<file path="config.mk">
export PLATFORM = sky130hd
export DESIGN_NAME = contador_salidas
export DESIGN_NICKNAME = d
export VERILOG_FILES = /design/src/rtl/contador_defs.sv /design/src/rtl/contador_canal.sv /design/src/rtl/contador_salidas.sv
export SDC_FILE = /design/constraint.sdc
export NUM_CORES = 1
export LEC_CHECK = 0
export BUFFER_PORTS_ARGS = -buffer_cell sky130_fd_sc_hd__buf_2
export CORE_ASPECT_RATIO = 1.1
export CORE_MARGIN = 8
export CORE_UTILIZATION = 57
export DETAILED_ROUTE_END_ITERATION = 8
export PLACE_DENSITY = 0.91
export SYNTH_ARGS = -nofsm -noshare
export SYNTH_HDL_FRONTEND = slang
export SYNTH_SLANG_ARGS = --single-unit
</file>
<file path="constraint.sdc">
create_clock -name clk -period 3 [get_ports clk]
set_input_delay 0.3 -clock clk [delete_from_list [all_inputs] [get_ports clk]]
set_output_delay 0.3 -clock clk [all_outputs]
set_load 0.01 [all_outputs]
</file>
<file path="src/rtl/contador_defs.sv">
// Shared definitions for the output-FIFO statistics stage.
package contador_defs;

    // Default width of each per-channel counter and of data_out.
    localparam int CNT_WIDTH_DEF = 5;

    // Number of output FIFOs watched (fifo4..fifo7).
    localparam int NUM_CH = 4;

    // Read FSM encodings.
    localparam logic COUNT  = 1'b0;
    localparam logic REPORT = 1'b1;

    // idx values selecting each output FIFO.
    localparam logic [1:0] CH4 = 2'd0;
    localparam logic [1:0] CH5 = 2'd1;
    localparam logic [1:0] CH6 = 2'd2;
    localparam logic [1:0] CH7 = 2'd3;

endpackage

</file>
<file path="src/rtl/contador_canal.sv">
// One per-channel pop counter: wrap or saturate at max, and a clear that
// still honours an increment arriving on the same edge.
module contador_canal
    import contador_defs::*;
#(
    parameter int W        = CNT_WIDTH_DEF,
    parameter bit SATURATE = 1'b0
) (
    input  logic         clk,
    input  logic         reset,
    input  logic         inc,
    input  logic         clr,
    output logic [W-1:0] q
);

    localparam logic [W-1:0] ONE     = W'(1);
    localparam logic [W-1:0] MAX_VAL = {W{1'b1}};

    // Counter update: clear (loading the coincident increment), else count.
    always_ff @(posedge clk or negedge reset) begin
        if (!reset) begin
            q <= '0;
        end else if (clr) begin
            q <= {{(W-1){1'b0}}, inc};
        end else if (inc) begin
            if (SATURATE && (q == MAX_VAL)) begin
                q <= q;
            end else begin
                q <= q + ONE;
            end
        end
    end

endmodule

</file>
<file path="src/rtl/contador_salidas.sv">
// Statistics stage on output FIFOs 4..7: counts valid pops per FIFO and
// returns a selected count to the probador through a req/idx read.
//
// Read handshake: a read is granted on any rising edge where req & idle is
// high; the count of channel idx, as it stood before that edge's increment,
// appears on data_out with valid=1 in the following cycle. Holding req & idle
// high re-grants every cycle (idx may change each cycle). When req or idle is
// low at an edge, valid is 0 and data_out is 0 in the following cycle. There
// is no back-pressure: the probador must take the data while valid is high.
module contador_salidas
    import contador_defs::*;
#(
    parameter int CNT_WIDTH   = CNT_WIDTH_DEF,
    parameter bit SATURATE    = 1'b0,
    parameter bit CLR_ON_READ = 1'b0
) (
    input  logic                 clk,
    input  logic                 reset,
    input  logic                 pop4,
    input  logic                 pop5,
    input  logic                 pop6,
    input  logic                 pop7,
    input  logic                 empty4,
    input  logic                 empty5,
    input  logic                 empty6,
    input  logic                 empty7,
    input  logic                 idle,
    input  logic                 req,
    input  logic [1:0]           idx,
    output logic [CNT_WIDTH-1:0] data_out,
    output logic                 valid
);

    logic [NUM_CH-1:0]    inc;
    logic [NUM_CH-1:0]    clr;
    logic [CNT_WIDTH-1:0] cnt [NUM_CH];
    logic [CNT_WIDTH-1:0] sel_cnt;
    logic                 grant;
    logic                 state;

    // A pop on an empty FIFO moves no data, so it is not counted.
    assign inc = {pop7 & ~empty7, pop6 & ~empty6, pop5 & ~empty5, pop4 & ~empty4};

    // Reads are only honoured while the main FSM sits in IDLE.
    assign grant = req & idle;

    for (genvar n = 0; n < NUM_CH; n++) begin : g_canal
        assign clr[n] = CLR_ON_READ & grant & (idx == 2'(n));

        contador_canal #(
            .W        (CNT_WIDTH),
            .SATURATE (SATURATE)
        ) u_canal (
            .clk   (clk),
            .reset (reset),
            .inc   (inc[n]),
            .clr   (clr[n]),
            .q     (cnt[n])
        );
    end

    // Channel select for the read path.
    always_comb begin
        sel_cnt = '0;
        case (idx)
            CH4:     sel_cnt = cnt[0];
            CH5:     sel_cnt = cnt[1];
            CH6:     sel_cnt = cnt[2];
            CH7:     sel_cnt = cnt[3];
            default: sel_cnt = '0;
        endcase
    end

    // Read FSM: REPORT for exactly the cycles following a granted edge.
    always_ff @(posedge clk or negedge reset) begin
        if (!reset) begin
            state <= COUNT;
        end else if (grant) begin
            state <= REPORT;
        end else begin
            state <= COUNT;
        end
    end

    // Output data register: captured count while reporting, zero otherwise.
    always_ff @(posedge clk or negedge reset) begin
        if (!reset) begin
            data_out <= '0;
        end else if (grant) begin
            data_out <= sel_cnt;
        end else begin
            data_out <= '0;
        end
    end

    // valid is the registered FSM state, so it never depends on inputs
    // combinationally.
    assign valid = (state == REPORT);

endmodule

</file>
==> impl_metrics.json, run 1 <==
{
  "outcome": "finished clean",
  "ios": 20,
  "dieArea_mm2": 0.00370,
  "clkTransAtPathRegs_ns": 0.13,
  "clock_latency_ns": 0.32,
  "chipHeight_um": 63.0,
  "end_kind": "flip-flop",
  "power_w": 0.00110,
  "gp_congestion": 0.796,
  "path_buf_inv": 0,
  "io_buffers": 19,
  "cpPeakStageDelay_ns": 0.51,
  "p_per_area_mw_per_mm2": 841,
  "postCtsResizedCells": 0,
  "ctsHtreeMaxLevel": 1,
  "hp-class": "input port to flip-flop",
  "synthesis.area_mm2": 0.00114,
  "drv_cap": 0,
  "top_layer": "met4",
  "ys_warn_count": 0,
  "cp_top_family": "multiplexers",
  "post_drt_wl_per_cell_um": 15.9,
  "arrival_ns": 1.46,
  "core_area_mm2": 0.00196,
  "synth_top_area_share_pct": 56.8,
  "synth.net_count": 95,
  "setup_viol": 0,
  "power.leakage_nw": 0.605,
  "detail_route.iter0.violations": 4,
  "min_delay_path_depth": 3,
  "synth_cell_types": 11,
  "rsz0062_at_grt": "false",
  "synthToLayoutAreaGrowth_pct": 14.2,
  "setup_ws_ns": 1.76,
  "synth_top_area_cell": "dfrtp_1",
  "layout.nets": 120,
  "synthTopCellsByArea": "dfrtp_1 (57%), mux4_1 (11%), xnor2_1 (9.2%)",
  "final_layout_size_suffix_gt1_share_pct": 26.0,
  "critPathKind": "flip-flop to flip-flop",
  "hold_violations": 0,
  "fin_area_mm2": 0.00131,
  "cts_tree": "yes",
  "crit_slowest_cell": "mux4_1",
  "drtAntennaViolNets": 0,
  "wl_met3_um": 137,
  "syn_inst": 77,
  "avgSynthCellArea_um2": 14.9,
  "critPathMaxFanout": 4,
  "peakVddDrop_mv": 0.395,
  "wl_met2_um": 1020,
  "grt_use_total_pct": 12.6,
  "tns_ns": 0,
  "grt_max_degree": 27,
  "drt-pass1-iter-count": 3,
  "worst_pin_slew_ns": 0.548,
  "period_needed_ns": 1.24,
  "viasPerCell": 5.45,
  "post-route-drc-count": 0,
  "dpl_cell_area_mm2": 0.00127,
  "maxSlewViolCount": 0,
  "synth-seq-cells": 26,
  "slew_headroom_pct": 63.5,
  "pre_cts_ws_ns": 1.69,
  "crit_cells": 2,
  "antenna_found_initial": 0,
  "placementRows": 17,
  "grt_overflow_total": 0,
  "worstSetupStartpointType": "flip-flop",
  "clockRootBuffer": "clkbuf_4",
  "required_ns": 3.23,
  "die_x_um": 58.7,
  "fin_skew_ns": 0.00305,
  "fmax_mhz": 810,
  "drt-met1-wl_um": 838,
  "cts_buffers": 3,
  "fin_crit_sh_pct": 41.2,
  "routed_wirelength_um": 2040,
  "clock_sinks": 26,
  "start_util_pct": 58.5,
  "clock_path_buffers": 2,
  "crit_chain": "mux4_1 > and2_1",
  "grt_pass1_wl_um": 3570,
  "synth-seq-area-share_pct": 56.8,
  "num_antenna_cells": 0,
  "fillers": 163,
  "reg2reg_depth": 2,
  "grt_pass1_vias": 796,
  "vias": 698
}
-- layout by cell type, fill, tap and decap left out --
cell type,instances
and2_0,1
and2_1,5
buf_2,19
clkbuf_4,3
dfrtp_1,26
dlygate4sd3_1,1
ha_1,4
mux2_2,4
mux4_1,5
nand2_1,4
nand4_1,8
nor2b_1,4
xnor2_1,12
xor2_1,4
-- synthesized netlist by cell type --
cell	instances
ha_1	4
mux2_2	4
and2_0	1
nand4_1	8
dfrtp_1	26
and2_1	5
xor2_1	4
nor2b_1	4
xnor2_1	12
nand2_1	4
mux4_1	5
-- metrics by stage --
stage               instances  hold WS (ns)  util (%)
detailed placement        124         0.319      65.2
CTS                       128         0.304      66.8
global placement          124         0.307      65.2
global route              128         0.309      66.8
floorplan                  77       0.00441         -
finish                    128         0.301      66.8
-- final cells by class --
cell class | instances | area (um2) | share of cell area, %
Tap cell | 28 | 35.0 | 2.68
Timing Repair Buffer | 20 | 105 | 8.04
Clock buffer | 3 | 22.5 | 1.72
Sequential cell | 26 | 651 | 49.8
Multi-Input combinational cell | 51 | 494 | 37.8
-- logic make-up after synthesis --
logic type,Yosys count,synth area share [%]
AND/OR/NAND/NOR,22,11.1
XOR/XNOR,16,12.2
flip-flops,26,56.8
multiplexers,9,15.4
adder cells (fa/ha/maj),4,4.37
-- registers in the layout, summed over array words and instances, names as in the netlist --
| name | cells |
|---|---|
| g_canal.u_canal.q | 20 |
| valid | 1 |
| data_out | 5 |
-- report_power, final --
group	internal (W)	switching [W]	leakage (nW)
registers	0.000497	0.000156	0.322
logic	0.000194	0.000106	0.269
clock network	0.0000472	0.0000994	0.0138
total	0.000738	0.000362	0.605
-- worst min-delay path, stage by stage --
cell and delay (ns):
buf_2 0.08, nor2b_1 0.08, xor2_1 0.13
-- path summary, 6_finish.rpt --
kind | startpoint | to | slack [ns]
min in group asynchronous | reset | data_out[3] | 0.48
min | empty4 | g_canal[0].u_canal.q[0] | 0.30
max reg2reg | g_canal[1].u_canal.q[0] | data_out[0] | 1.76
max | g_canal[1].u_canal.q[0] | data_out[0] | 1.76
max in group asynchronous | reset | g_canal[2].u_canal.q[0] | 2.16
min reg2reg | g_canal[3].u_canal.q[4] | g_canal[3].u_canal.q[4] | 0.48
-- layer usage --
metal / GRT usage (%) / up-vias
li1: - / 326
met1: 13.8 / 344
met2: 20.8 / 23
met3: 4.12 / 5
met4: 6.29 / 0
met5: 0 / -
-- repair_timing --
item | in CTS | in global routing
hold buffers | 1 | 0
hold endpoints to repair | 26 | 0
setup buffers | 0 | 0
No activity file was read; power rests on OpenSTA's default activity.
==> inputs of run 2 (changes only) <==
--- a/config.mk
+++ b/config.mk
@@ -8,9 +8,9 @@
 export BUFFER_PORTS_ARGS = -buffer_cell sky130_fd_sc_hd__buf_2
 export CORE_ASPECT_RATIO = 1.1
 export CORE_MARGIN = 8
-export CORE_UTILIZATION = 57
+export CORE_UTILIZATION = 48
 export DETAILED_ROUTE_END_ITERATION = 8
-export PLACE_DENSITY = 0.91
+export PLACE_DENSITY = 0.83
 export SYNTH_ARGS = -nofsm -noshare
 export SYNTH_HDL_FRONTEND = slang
 export SYNTH_SLANG_ARGS = --single-unit
==> constraint.sdc (replaced) <==
create_clock -name clk -period 1.1 [get_ports clk]
set_input_delay 0.11 -clock clk [delete_from_list [all_inputs] [get_ports clk]]
set_output_delay 0.11 -clock clk [all_outputs]
set_load 0.01 [all_outputs]
==> run 2 against run 1 <==
The run now ends with setup timing left. Worst setup slack got worse by 1.8 ns. Utilization increased by 1.6 points. Worst hold slack got worse by 0.18 ns. Critical path depth unchanged. Critical path type unchanged. Largest cell class unchanged. Largest power group is now combinational cells.
==> impl_metrics.json, run 2 (synthesized netlist as in run 1, its figures left out) <==
{
  "vias": 801,
  "grt_use_total_pct": 11.9,
  "cts_tree": "yes",
  "holdPathEnd": "g_canal[2].u_canal.q[0]",
  "instances_no_fill": 160,
  "period_needed_ns": 1.18,
  "clock_sinks": 26,
  "grt_max_degree": 27,
  "largest_reg_flops": 20,
  "fillers": 166,
  "drt-pass1-iter-count": 2,
  "critPathKind": "flip-flop to flip-flop",
  "synthToLayoutAreaGrowth_pct": 34.6,
  "fin_area_mm2": 0.00154,
  "cts_buffers": 3,
  "dpl_cell_area_mm2": 0.00142,
  "routed_wirelength_um": 2290,
  "worstSetupStartpointType": "flip-flop",
  "cpPeakStageDelay_ns": 0.49,
  "outcome": "finished with violations",
  "min_from": "empty6",
  "grt_pass1_wl_um": 3970,
  "grt_pass1_vias": 896,
  "chipHeight_um": 67.2,
  "detail_route.iter0.violations": 9,
  "dieArea_mm2": 0.00421,
  "tns_ns": -0.234,
  "rsz0062_at_grt": "true",
  "post_drt_wl_per_cell_um": 14.3,
  "required_ns": 1.32,
  "fin_crit_sh_pct": 107,
  "setup_viol": 5,
  "gp_congestion": 0.755,
  "antenna_found_initial": 0,
  "ctsHtreeMaxLevel": 1,
  "hold_ws_ns": 0.121,
  "clock_path_buffers": 2,
  "end_kind": "flip-flop",
  "reg2reg_depth": 2,
  "p_per_area_mw_per_mm2": 2590,
  "power_w": 0.00399,
  "drv_cap": 0,
  "io_buffers": 19,
  "hp-class": "input port to flip-flop",
  "worst_pin_slew_ns": 0.547,
  "final_common_cell": "buf_4",
  "layout.nets": 149,
  "fin_skew_ns": 0.00372,
  "ios": 20,
  "final_layout_size_suffix_gt1_share_pct": 47.7,
  "num_antenna_cells": 0,
  "hold_violations": 0,
  "drtAntennaViolNets": 0,
  "grt_overflow_total": 0,
  "arrival_ns": 1.40,
  "placementRows": 18,
  "maxSlewViolCount": 0,
  "clockRootBuffer": "clkbuf_4",
  "clkTransAtPathRegs_ns": 0.14,
  "viasPerCell": 5.01,
  "crit_chain": "mux4_2 > and2_4",
  "violations": "setup timing",
  "reg2reg_from": "g_canal[3].u_canal.q[0]",
  "setup_ws_ns": -0.0802,
  "peakVddDrop_mv": 1.60,
  "dp_hpwl_um": 1740,
  "start_util_pct": 50.8,
  "core_area_mm2": 0.00225,
  "power.leakage_nw": 0.740,
  "post-route-drc-count": 0,
  "die_x_um": 62.6,
  "clock_latency_ns": 0.31,
  "rr_endpoint": "data_out[0]",
  "r2r_setup_slack_ns": -0.08,
  "final_cell_mix": "buf_4 (29), dfrtp_1 (26), buf_2 (19)",
  "min_delay_path_depth": 3,
  "dp.cells": 147,
  "largest-register": "g_canal.u_canal.q",
  "fmax_mhz": 847,
  "crit_slowest_cell": "mux4_2",
  "critPathMaxFanout": 3,
  "slew_headroom_pct": 63.6
}
## run 2: through the flow
stage	utilization (%)	setup slack, ns
floorplan	-	-0.0133
global placement	63.1	-0.0328
detailed placement	63.1	-0.0603
CTS	67.0	-0.0775
global route	68.4	-0.106
finish	68.4	-0.0802
## run 2: power breakdown
group / internal (W) / leakage, nW / switching, W
clock: 0.000368 / 0.0279 / 0.000279
sequential: 0.00135 / 0.322 / 0.000284
combinational: 0.00111 / 0.390 / 0.000591
total: 0.00283 / 0.740 / 0.00115
## run 2: worst max path at each step
stage,from,endpoint,slack (ns),cells after the start
after global routing,g_canal[3].u_canal.q[0],data_out[0],-0.11,2
after detailed placement,g_canal[3].u_canal.q[1],data_out[1],-0.06,2
after global placement,g_canal[3].u_canal.q[0],data_out[0],-0.03,2
after CTS,g_canal[3].u_canal.q[0],data_out[0],-0.08,2
after floorplan,g_canal[3].u_canal.q[0],data_out[0],-0.01,2
final,g_canal[3].u_canal.q[0],data_out[0],-0.08,2
## run 2: what timing repair did
item | in CTS | in global routing
resized for setup | 1 | 1
setup endpoints to repair | 6 | 9
setup buffers | 4 | 4
hold endpoints to repair | 26 | 0
pin swaps | 3 | 1
hold buffers | 1 | 0
## run 2: layer usage
metal / global-route usage [%] / routed length (um) / vias to the layer above
li1: - / - / 377
met1: 11.0 / 882 / 403
met2: 23.8 / 1250 / 17
met3: 3.48 / 118 / 4
met4: 5.41 / 34 / 0
met5: 0 / 0 / -
## run 2: layout make-up
type	count	area [um2]	area share [%]
sequential	26	651	42.2
clock buffer	3	22.5	1.46
timing repair buffer	49	323	20.9
tap	30	37.5	2.44
multi-input combinational	51	478	31.0
clock inverter	1	30.0	1.95
## run 2: critical path: cells and delay by family, from the launching register on
kind          cells  cell delay, ns
flops             1            0.45
mux               1            0.49
simple gates      1            0.15
